$ cat config.mk
export PLATFORM = sky130hd
export DESIGN_NAME = io_irq_responder
export DESIGN_NICKNAME = d
export VERILOG_FILES = /design/src/rtl/io_irq_responder.sv
export SDC_FILE = /design/constraint.sdc
export NUM_CORES = 1
export LEC_CHECK = 0
export BUFFER_PORTS_ARGS = -buffer_cell sky130_fd_sc_hd__clkbuf_2
export CAP_MARGIN = 20
export CORE_UTILIZATION = 39
export DETAILED_ROUTE_END_ITERATION = 10
export PLACE_DENSITY_LB_ADDON = 0.12
export SLEW_MARGIN = 40
export SYNTH_ARGS = -nofsm -noshare
export SYNTH_HDL_FRONTEND = slang
export SYNTH_SLANG_ARGS = --single-unit
$ cat constraint.sdc
create_clock -name clk -period 1.65 [get_ports clk]
set_input_delay 0.33 -clock clk [delete_from_list [all_inputs] [get_ports clk]]
set_output_delay 0.33 -clock clk [all_outputs]
set_load 0.05 [all_outputs]
$ cat src/rtl/io_irq_responder.sv
// Memory-mapped I/O responder: edge-latched interrupt lines, optional countdown timer, masked irq.
// Timer feature is built only when IO_RESP_TIMER_EN is defined.
module io_irq_responder #(
    parameter int unsigned ADDR_W  = 8,
    parameter int unsigned WAIT    = 1,
    parameter int unsigned TIMER_W = 16
) (
    input  logic              clk,
    input  logic              reset,
    input  logic              req,
    input  logic              wr_en,
    input  logic [ADDR_W-1:0] addr,
    input  logic [31:0]       wr_data,
    output logic [31:0]       rd_data,
    output logic              ack,
    input  logic [3:0]        interrupts,
    output logic              irq
);

    typedef enum logic [1:0] {
        S_IDLE,
        S_WAIT,
        S_ACK
    } state_t;

    state_t      r_state;
    state_t      w_state_nxt;
    logic [2:0]  r_wcnt;
    logic [2:0]  w_wcnt_nxt;

    logic        w_access;
    logic        w_hit;
    logic        w_wr;
    logic        w_wr_ctrl;
    logic        w_wr_stat;
    logic        w_wr_rel;
    logic        w_wr_cnt;
    logic [31:0] w_rd_mux;
    logic [31:0] w_ctrl_rd;
    logic [31:0] w_stat_rd;
    logic [31:0] w_reload_rd;
    logic [31:0] w_count_rd;
    logic        w_tpend;
    logic        w_tmask;

    logic [3:0]  r_sync1;
    logic [3:0]  r_sync2;
    logic [3:0]  r_sync3;
    logic [3:0]  w_edge;
    logic [3:0]  r_lpend;
    logic [3:0]  r_lmask;

    logic        w_unused;

    always_ff @(posedge clk or posedge reset) begin
        if (reset) begin
            r_state <= S_IDLE;
            r_wcnt  <= '0;
        end else begin
            r_state <= w_state_nxt;
            r_wcnt  <= w_wcnt_nxt;
        end
    end

    always_comb begin
        w_state_nxt = r_state;
        w_wcnt_nxt  = r_wcnt;
        unique case (r_state)
            S_IDLE: begin
                if (req) begin
                    if (WAIT == 0) begin
                        w_state_nxt = S_ACK;
                    end else begin
                        w_state_nxt = S_WAIT;
                        w_wcnt_nxt  = 3'(WAIT - 1);
                    end
                end
            end
            S_WAIT: begin
                if (r_wcnt == '0) w_state_nxt = S_ACK;
                else              w_wcnt_nxt  = r_wcnt - 3'd1;
            end
            S_ACK:   w_state_nxt = S_IDLE;
            default: w_state_nxt = S_IDLE;
        endcase
    end

    assign ack = (r_state == S_ACK);

    // The access takes effect on the edge that moves the FSM into ACK.
    assign w_access  = (r_state != S_ACK) && (w_state_nxt == S_ACK);
    assign w_hit     = (addr[ADDR_W-1:4] == '0);
    assign w_wr      = w_access & wr_en & w_hit;
    assign w_wr_ctrl = w_wr & (addr[3:2] == 2'd0);
    assign w_wr_stat = w_wr & (addr[3:2] == 2'd1);
    assign w_wr_rel  = w_wr & (addr[3:2] == 2'd2);
    assign w_wr_cnt  = w_wr & (addr[3:2] == 2'd3);

    always_ff @(posedge clk or posedge reset) begin
        if (reset) begin
            r_sync1 <= '0;
            r_sync2 <= '0;
            r_sync3 <= '0;
        end else begin
            r_sync1 <= interrupts;
            r_sync2 <= r_sync1;
            r_sync3 <= r_sync2;
        end
    end

    assign w_edge = r_sync2 & ~r_sync3;

    always_ff @(posedge clk or posedge reset) begin
        if (reset) begin
            r_lmask <= '0;
            r_lpend <= '0;
            irq     <= 1'b0;
        end else begin
            if (w_wr_ctrl) r_lmask <= wr_data[7:4];
            // OR-ing the edge in after the clear lets a same-cycle edge win.
            r_lpend <= (r_lpend & ~(w_wr_stat ? wr_data[3:0] : 4'b0000)) | w_edge;
            irq     <= |({w_tpend, r_lpend} & {w_tmask, r_lmask});
        end
    end

`ifdef IO_RESP_TIMER_EN
    logic               r_ten;
    logic               r_auto;
    logic               r_tmask;
    logic               r_tpend;
    logic [TIMER_W-1:0] r_reload;
    logic [TIMER_W-1:0] r_count;
    logic               w_tick;
    logic               w_zero;

    // A CTRL write clearing TEN halts the timer in that same cycle.
    assign w_tick = r_ten & ~(w_wr_ctrl & ~wr_data[0]);
    assign w_zero = (r_count == '0);

    always_ff @(posedge clk or posedge reset) begin
        if (reset) begin
            r_ten    <= 1'b0;
            r_auto   <= 1'b0;
            r_tmask  <= 1'b0;
            r_tpend  <= 1'b0;
            r_reload <= '0;
            r_count  <= '0;
        end else begin
            if (w_wr_ctrl) begin
                r_ten   <= wr_data[0];
                r_auto  <= wr_data[1];
                r_tmask <= wr_data[8];
            end else if (w_tick && w_zero && !r_auto) begin
                r_ten <= 1'b0;
            end
            if (w_wr_rel) r_reload <= wr_data[TIMER_W-1:0];
            if (w_wr_cnt) begin
                r_count <= wr_data[TIMER_W-1:0];
            end else if (w_tick) begin
                if (!w_zero)    r_count <= r_count - TIMER_W'(1);
                else if (r_auto) r_count <= r_reload;
            end
            r_tpend <= (r_tpend & ~(w_wr_stat & wr_data[4])) | (w_tick & w_zero);
        end
    end

    assign w_tpend     = r_tpend;
    assign w_tmask     = r_tmask;
    assign w_ctrl_rd   = {23'b0, r_tmask, r_lmask, 2'b00, r_auto, r_ten};
    assign w_stat_rd   = {27'b0, r_tpend, r_lpend};
    assign w_reload_rd = 32'(r_reload);
    assign w_count_rd  = 32'(r_count);
`else
    logic w_unused_tmr;

    assign w_tpend      = 1'b0;
    assign w_tmask      = 1'b0;
    assign w_ctrl_rd    = {24'b0, r_lmask, 4'b0000};
    assign w_stat_rd    = {28'b0, r_lpend};
    assign w_reload_rd  = '0;
    assign w_count_rd   = '0;
    assign w_unused_tmr = w_wr_rel ^ w_wr_cnt ^ (TIMER_W == 0);
`endif

    always_comb begin
        w_rd_mux = '0;
        unique case (addr[3:2])
            2'd0:    w_rd_mux = w_ctrl_rd;
            2'd1:    w_rd_mux = w_stat_rd;
            2'd2:    w_rd_mux = w_reload_rd;
            2'd3:    w_rd_mux = w_count_rd;
            default: w_rd_mux = '0;
        endcase
    end

    always_ff @(posedge clk or posedge reset) begin
        if (reset) begin
            rd_data <= '0;
        end else if (w_access) begin
            rd_data <= w_hit ? w_rd_mux : '0;
        end
    end

    assign w_unused = ^{wr_data, addr[1:0]};

endmodule

# Word level (Yosys, flattened, before mapping)
# Index checks and enable logic that the tools add are counted.
dict set report word_totals {
  wordCells 47
  out_inout_bits 34
  regBits 58
  in_bits 48
}
dict set report classes {
  n_eq_ne 9
  n_addsub 1
  bitwise_logic 10
  mux 9
  reduce_logical 9
}
# cell count
set ops {}
lappend ops {{$pmux 32 s3} 1}
lappend ops {{$mux 32} 1}
lappend ops {{$and 4x4->4} 3}
lappend ops {{$eq 2x2->1 const B} 4}
lappend ops {{$not 4->4} 2}
lappend ops {{$mux 3} 2}
lappend ops {{$ne 2x2->1 const B} 3}
lappend ops {{$pmux 3 s2} 1}
lappend ops {{$reduce_or 5->1} 1}
lappend ops {{$and 1x1->1} 4}
lappend ops {{$eq 2x1->1 const B} 2}
lappend ops {{$logic_not 2->1} 2}
lappend ops {{$logic_not 4->1} 1}
lappend ops {{$mux 2} 2}
lappend ops {{$mux 4} 1}
lappend ops {{$or 4x4->4} 1}
lappend ops {{$pmux 2 s2} 1}
lappend ops {{$logic_not 3->1} 1}
lappend ops {{$reduce_and 3->1} 1}
lappend ops {{$sub 3x1->3 const B} 1}
lappend ops {{$reduce_bool 2->1} 1}
lappend ops {{$reduce_or 2->1} 1}
lappend ops {{$logic_and 1x1->1} 1}

# Depth between registers and ports, before layout
# Gate-level depths: netlist of the first run.
dict set report logic_depth {
  word_depth 12
  mapped_depth 7
  mapped_depth_nobuf 6
}

# Worst setup path after synthesis of the first run
# Ideal clock, no wire load.
dict set report synth_path {
  kind {register to register}
  startpoint {register r_wcnt[0]}
  endpoint {register r_lmask[0]}
  t_required_ps 1525
  path_stages_with_launch 6
  period_less_slack_ps 1640
  n_path_buf 0
  t_arrival_ps 1515
  setup_slack_ps 10
  setup_time_ps 125
  path_cell_list {dfrtp_1 > inv_1 > ha_1 > nand3_4 > or3_4 > mux2_4}
}
dict set report synth_via {
  elab_chain_len 8
}
# element line_no
set synth_rtl {}
lappend synth_rtl {{start: declaration} 28} ;# logic [2:0] r_wcnt;
lappend synth_rtl {{start signal: assignment} 61} ;# r_wcnt <= w_wcnt_nxt;
lappend synth_rtl {{$logic_not 3->1} 80} ;# if (r_wcnt == '0) w_state_nxt = S_ACK;
lappend synth_rtl {{$mux 2} 80}
lappend synth_rtl {{$pmux 2 s2} 68} ;# unique case (r_state)
lappend synth_rtl {{$eq 2x2->1} 91} ;# assign w_access = (r_state != S_ACK) && (w_state_nxt == S_ACK);
lappend synth_rtl {{$logic_and 1x1->1} 91}
lappend synth_rtl {{$and 1x1->1 (2 in a row)} 93} ;# assign w_wr = w_access & wr_en & w_hit;
lappend synth_rtl {{$and 1x1->1} 94} ;# assign w_wr_ctrl = w_wr & (addr[3:2] == 2'd0);
lappend synth_rtl {{end signal: assignment} 119} ;# if (w_wr_ctrl) r_lmask <= wr_data[7:4];
lappend synth_rtl {{end: declaration} 51} ;# logic [3:0] r_lmask;
# Every way passes these cells.
# A chain may end at the register's enable or synchronous reset.

# Worst setup path in the final report of the first run
dict set report layout_path {
  startpoint {register r_wcnt[1]}
  endpoint {register r_lmask[0]}
}
# Same word-level chain as after synthesis.

==> impl_metrics.yaml, run 1 <==
critical_path:
  path_buf_inv: 1
  r2r_start: "r_wcnt[1]$_DFFE_PP0P_"
  r2r-end: "r_lmask[0]$_DFFE_PP0P_"
  arrival_ps: 1760
  crit_start: "r_wcnt[1]$_DFFE_PP0P_"
  crit_type: "reg2reg"
  startpoint_type: "register"
  crit_path_top_delay_cell: "or3_4"
  r2r_cells: 5
  r2r_setup_slack_ps: 60
  critPathCaptureType: "register"
  worstPathRequired_ps: 1820
  crit_family: "simple AND/OR/NAND/NOR gates"
  crit_chain: "inv_2 > ha_4 > nand3_4 > or3_4 > mux2_4"
  cp_max_fo: 4
  max_stage_delay_ps: 440
sta:
  period_share: 0.964
  setup_viol: 0
  rsz0062_at_grt: "no"
  max_freq_ghz: 0.629
  finClkSkew_ps: 4.22
  period_needed_ps: 1590
  finalMaxSlewViolations: 0
  finalHoldViolations: 0
  setup_tns_ps: 0
placement:
  gp_congestion: 0.726
  hpwl_microns: 1900
  dpl.cell_count: 216
  port_buffers: 31
  place_area_sq_um: 1670
routing:
  via_per_inst: 4.50
  final_antenna_net_count: 0
  highest_layer: "met4"
  drt-met1-wl_microns: 1190
  vias: 1008
  routedWlPerCell_microns: 11.1
  wl_met3_microns: 126
  wl_met2_microns: 1110
  drtIter0Drc: 40
  wl_microns: 2500
  firstDrtPassIters: 4
  drc: 0
die:
  core_region_area_sq_um: 3660
  dieArea_sq_um: 4090
  rows: 22
  initial_core_util: 0.409
  die_h_microns: 63.9
  die_x_microns: 63.9
  io_pins: 82
yosys:
  synth.avg_cell_area_sq_um: 11.3
  synthCells: 132
  ys_seq_area_frac: 0.569
  synth_warnings: 0
  synthDistinctLibCells: 26
  synth-main-ff-cell: "dfrtp_1"
  synth_most_common_cell: "dfrtp_1"
  ys_top_cells_by_count: "dfrtp_1 (34), buf_4 (24), nand2_1 (18)"
  yosysTopAreaCellShare: 0.569
  synth_area_sq_um: 1500
  synth_enable_flop_cells: 0
  ys_async_sr_fraction: 1.00
  synthTopCellsByArea: "dfrtp_1 (57%), buf_4 (12%), nand2_1 (4.5%)"
  ys_ff_latch: 34
  yosysTopAreaCell: "dfrtp_1"
pwr:
  pwr-share-clk: 0.281
  p_leak_nw: 0.948
  finalPower_mw: 2.20
  sw_frac_of_total: 0.356
  p_seq_frac: 0.440
  peakVddDrop_mv: 0.531
  power_density_nw_per_um2: 1240
  intPower_mw: 1.42
  switchingPower_mw: 0.782
  pwr-share-comb: 0.279
layout:
  diodes: 0
  syn_to_final_growth_pct: 18.8
  layout-drive-gt1-share: 0.335
  fin_area_sq_um: 1780
  fin_cells: 224
  nets: 225
cts:
  root_buffer: "clkbuf_8"
  clock_path_buffers: 2
  cts_max_level: 2
  cts_buffers: 5
  cts_tree: "built"
  post_cts_buffers: 0
  clk_latency_ps: 280
  clk_pin_slew_ps: 70
  clkSinkCount: 34
run_status:
  status: "complete, no violations"
grt:
  grt_max_degree: 35
  grt.total_usage: 0.146
  antenna_found_initial: 0
  first_global_vias: 963
  grt_pass1_wl_microns: 4360
  overflow: 0
hold_path:
  min_path_type: "in2async"
flow_run:
  drv_cap: 0
## metrics by stage
stage               setup WS [ps]  utilization  hold slack, ps
floorplan                    10.1            -             331
detailed placement          -31.5        0.456             337
global route                 5.55        0.486             138
finish                       60.1        0.486            98.6
CTS                         0.220        0.484             112
global placement            -1.86        0.456             335
## cell families after synthesis
group,Yosys count,synth area share
AND/OR/NAND/NOR,38,0.133
buffers and inverters,35,0.149
flip-flops,34,0.569
AO/OA/AOI/OAI,17,0.0828
multiplexers,5,0.0477
adder cells (fa/ha/maj),2,0.0167
other,1,0.00251
## layout by cell type (no fill, tap or decap), types with 4 or more instances in the layout
master,netlist,final
mux2_4,4,4
clkbuf_8,0,6
nand3_1,5,5
o21ai_0,4,4
nand2_1,18,18
inv_1,9,6
a22o_1,7,7
nand4_1,4,4
buf_4,24,8
clkbuf_2,0,31
conb_1,1,24
dfrtp_1,34,33
## power by group through the flow
stage	Combinational, mW	Clock [mW]	Sequential [mW]
3_3_place_gp	0.600	0	0.980
2_1_floorplan	0.387	0	1.05
3_5_place_dp	0.608	0	0.983
6_report	0.612	0.618	0.967
4_1_cts	0.608	0.643	0.968
5_1_grt	0.666	0.674	0.978
## per-layer routing
layer / vias to the layer above / GRT usage
met2: 39 / 0.213
met5: - / 0
met3: 8 / 0.0375
met1: 483 / 0.189
met4: 0 / 0.102
li1: 478 / -
## flip-flops by register name, indices dropped and copies added, names as in the netlist
register and flops:
r_sync3 4, r_sync2 4, rd_data 8, r_lpend 4
irq 1, r_lmask 4, r_sync1 4, r_state 2
r_wcnt 3
## repair_timing
item                                    in CTS  in global routing
pin swaps                                    1                  2
resized for setup                            3                  3
endpoints found under the setup margin       4                  9
gates cloned                                 0                  0
hold buffers                                 0                  0
## worst register-to-register path, stage by stage, from the launching register on
cell     delay, ps
dfrtp_1        390
inv_2           80
ha_4           160
nand3_4        100
or3_4          440
mux2_4         310
## final cells by class
class                   count  area, sq um
clock buffers               7         86.3
clock inverters             1         5.00
fillers                   367         1880
inverters                   9         37.5
multi-input cells          86          522
flip-flops and latches     34          852
well taps                  48         60.1
repair buffers             39          215
## worst max-delay path by stage
stage | cells after the start | to | slack [ps]
6_report | 5 | r_lmask[0]$_DFFE_PP0P_ | 60
5_1_grt | 5 | r_lmask[2]$_DFFE_PP0P_ | 6
4_1_cts | 5 | r_lmask[0]$_DFFE_PP0P_ | 0.2
3_5_place_dp | 5 | r_lmask[0]$_DFFE_PP0P_ | -30
3_3_place_gp | 5 | r_lmask[0]$_DFFE_PP0P_ | -2
2_1_floorplan | 5 | r_lmask[0]$_DFFE_PP0P_ | 10
No activity file was read; power rests on OpenSTA's default activity.
==> inputs of run 2 (changes only) <==
--- a/config.mk
+++ b/config.mk
@@ -7,6 +7,7 @@
 export LEC_CHECK = 0
 export BUFFER_PORTS_ARGS = -buffer_cell sky130_fd_sc_hd__clkbuf_2
 export CAP_MARGIN = 20
+export CORE_ASPECT_RATIO = 0.6
 export CORE_UTILIZATION = 39
 export DETAILED_ROUTE_END_ITERATION = 10
 export PLACE_DENSITY_LB_ADDON = 0.12
==> run 2 against run 1 <==
Cell area is 0.99% lower. Worst setup slack better by 4.7 ps. Sequential share of layout area increased by 0.41 points. Critical path type unchanged. Largest power group unchanged.
==> impl_metrics.yaml, run 2 (synthesized netlist as in run 1, its figures left out) <==
run_status:
  status: "complete, no violations"
pwr:
  intPower_mw: 1.40
  p_seq_frac: 0.452
  switchingPower_mw: 0.771
  power_density_nw_per_um2: 1230
  p_leak_nw: 0.943
  sw_frac_of_total: 0.356
  pwr-share-clk: 0.287
  pwr-share-comb: 0.262
  peakVddDrop_mv: 0.653
routing:
  drt-met1-wl_microns: 1160
  wl_microns: 2390
  wl_met3_microns: 156
  highest_layer: "met3"
  firstDrtPassIters: 4
  drc: 0
  drtIter0Drc: 25
  wl_met2_microns: 1070
  vias: 957
  via_per_inst: 4.33
  routedWlPerCell_microns: 10.8
  final_antenna_net_count: 0
placement:
  place_area_sq_um: 1650
  port_buffers: 31
  gp_congestion: 0.747
  pre_cts_ws_ps: 15.8
  hpwl_microns: 1870
  dpl.cell_count: 213
layout:
  regMostFlops: "rd_data"
  fin_cells: 221
  nets: 223
  diodes: 0
  largest_reg_flops: 8
  layout_commonest_cell: "dfrtp_1"
  final_util: 0.478
  syn_to_final_growth_pct: 17.6
  layout-drive-gt1-share: 0.316
  final_cell_mix: "dfrtp_1 (34), clkbuf_2 (31), conb_1 (24)"
  n_fill_cell: 354
  fin_area_sq_um: 1760
die:
  rows: 17
  initial_core_util: 0.407
  die_x_microns: 82.0
  dieArea_sq_um: 4100
  die_h_microns: 50.0
  io_pins: 82
  core_region_area_sq_um: 3680
critical_path:
  cp_max_fo: 4
  crit_chain: "inv_1 > ha_4 > nand3_4 > or3_4 > mux2_4"
  crit_path_top_delay_cell: "or3_4"
  arrival_ps: 1760
  crit_type: "reg2reg"
  crit_family: "simple AND/OR/NAND/NOR gates"
  path_buf_inv: 1
  startpoint_type: "register"
  worstPathRequired_ps: 1820
  critPathCaptureType: "register"
  max_stage_delay_ps: 420
sta:
  rsz0062_at_grt: "no"
  period_share: 0.961
  max_freq_ghz: 0.631
  fin_ws_ps: 64.8
  finalHoldViolations: 0
  period_needed_ps: 1590
  finClkSkew_ps: 8.38
  setup_tns_ps: 0
  finalMaxSlewViolations: 0
  setup_viol: 0
grt:
  antenna_found_initial: 0
  grt_pass1_wl_microns: 4150
  first_global_vias: 918
  grt.total_usage: 0.141
  grt_max_degree: 35
  overflow: 0
cts:
  cts_max_level: 2
  cts_buffers: 5
  clk_pin_slew_ps: 70
  clkSinkCount: 34
  clock_path_buffers: 2
  cts_tree: "built"
  root_buffer: "clkbuf_8"
  post_cts_buffers: 0
  clk_latency_ps: 280
hold_path:
  min_path_type: "in2async"
flow_run:
  drv_cap: 0
[run 2: changes by cell type in the layout (fill, tap and decap cells not counted), sizes merged]
cell | before | now
buf | 8 | 6
clkbuf | 38 | 37
inv | 8 | 9
[run 2: path summary, 6_finish.rpt]
kind                                       startpoint                     end  slack, ps  cells after the start
worst max-delay path            r_wcnt[1]$_DFFE_PP0P_  r_lmask[1]$_DFFE_PP0P_         60                      5
worst min-delay path                            reset    r_sync2[2]$_DFF_PP0_        100                      3
worst max register to register  r_wcnt[1]$_DFFE_PP0P_  r_lmask[1]$_DFFE_PP0P_         60                      5
worst min register to register   r_sync1[1]$_DFF_PP0_    r_sync2[1]$_DFF_PP0_        350                      0
max in group asynchronous                       reset   r_wcnt[0]$_DFFE_PP0P_       1240                      3
min in group clk                        interrupts[2]    r_sync1[2]$_DFF_PP0_        150                      1
[run 2: per-stage QoR]
step | power (mW) | hold WS, ps
2_1_floorplan | 1.44 | 331
3_3_place_gp | 1.56 | 334
3_5_place_dp | 1.57 | 335
4_1_cts | 2.20 | 117
5_1_grt | 2.29 | 139
6_report | 2.17 | 101
[run 2: layer usage]
layer  vias up  GRT usage
li1        475          -
met1       449      0.200
met2        33      0.191
met3         0     0.0611
met4         0     0.0439
met5         -          0
[run 2: cell type report]
cell class                      instances  area (sq um)  share of cell area
Sequential cell                        34           851               0.483
Clock buffer                            6          82.6              0.0469
Clock inverter                          2          12.5             0.00711
Inverter                                9          33.8              0.0192
Tap cell                               47          58.8              0.0334
Timing Repair Buffer                   37           200               0.114
Multi-Input combinational cell         86           522               0.296
[run 2: power by group through the flow]
stage / sequential, mW / combinational, mW / clock (mW)
2_1_floorplan: 1.05 / 0.387 / 0
3_3_place_gp: 0.990 / 0.570 / 0
3_5_place_dp: 0.995 / 0.572 / 0
4_1_cts: 0.979 / 0.573 / 0.652
5_1_grt: 0.991 / 0.620 / 0.678
6_report: 0.978 / 0.566 / 0.621
[run 2: timing repair]
action	4_1_cts	5_1_grt
hold buffers	0	0
pin swaps	0	0
gates resized for setup	1	2
endpoints found under the setup margin	1	8
[run 2: tightest hold or removal path, delay by kind of cell]
family / cells / cell delay, ps
buffers and inverters: 3 / 480
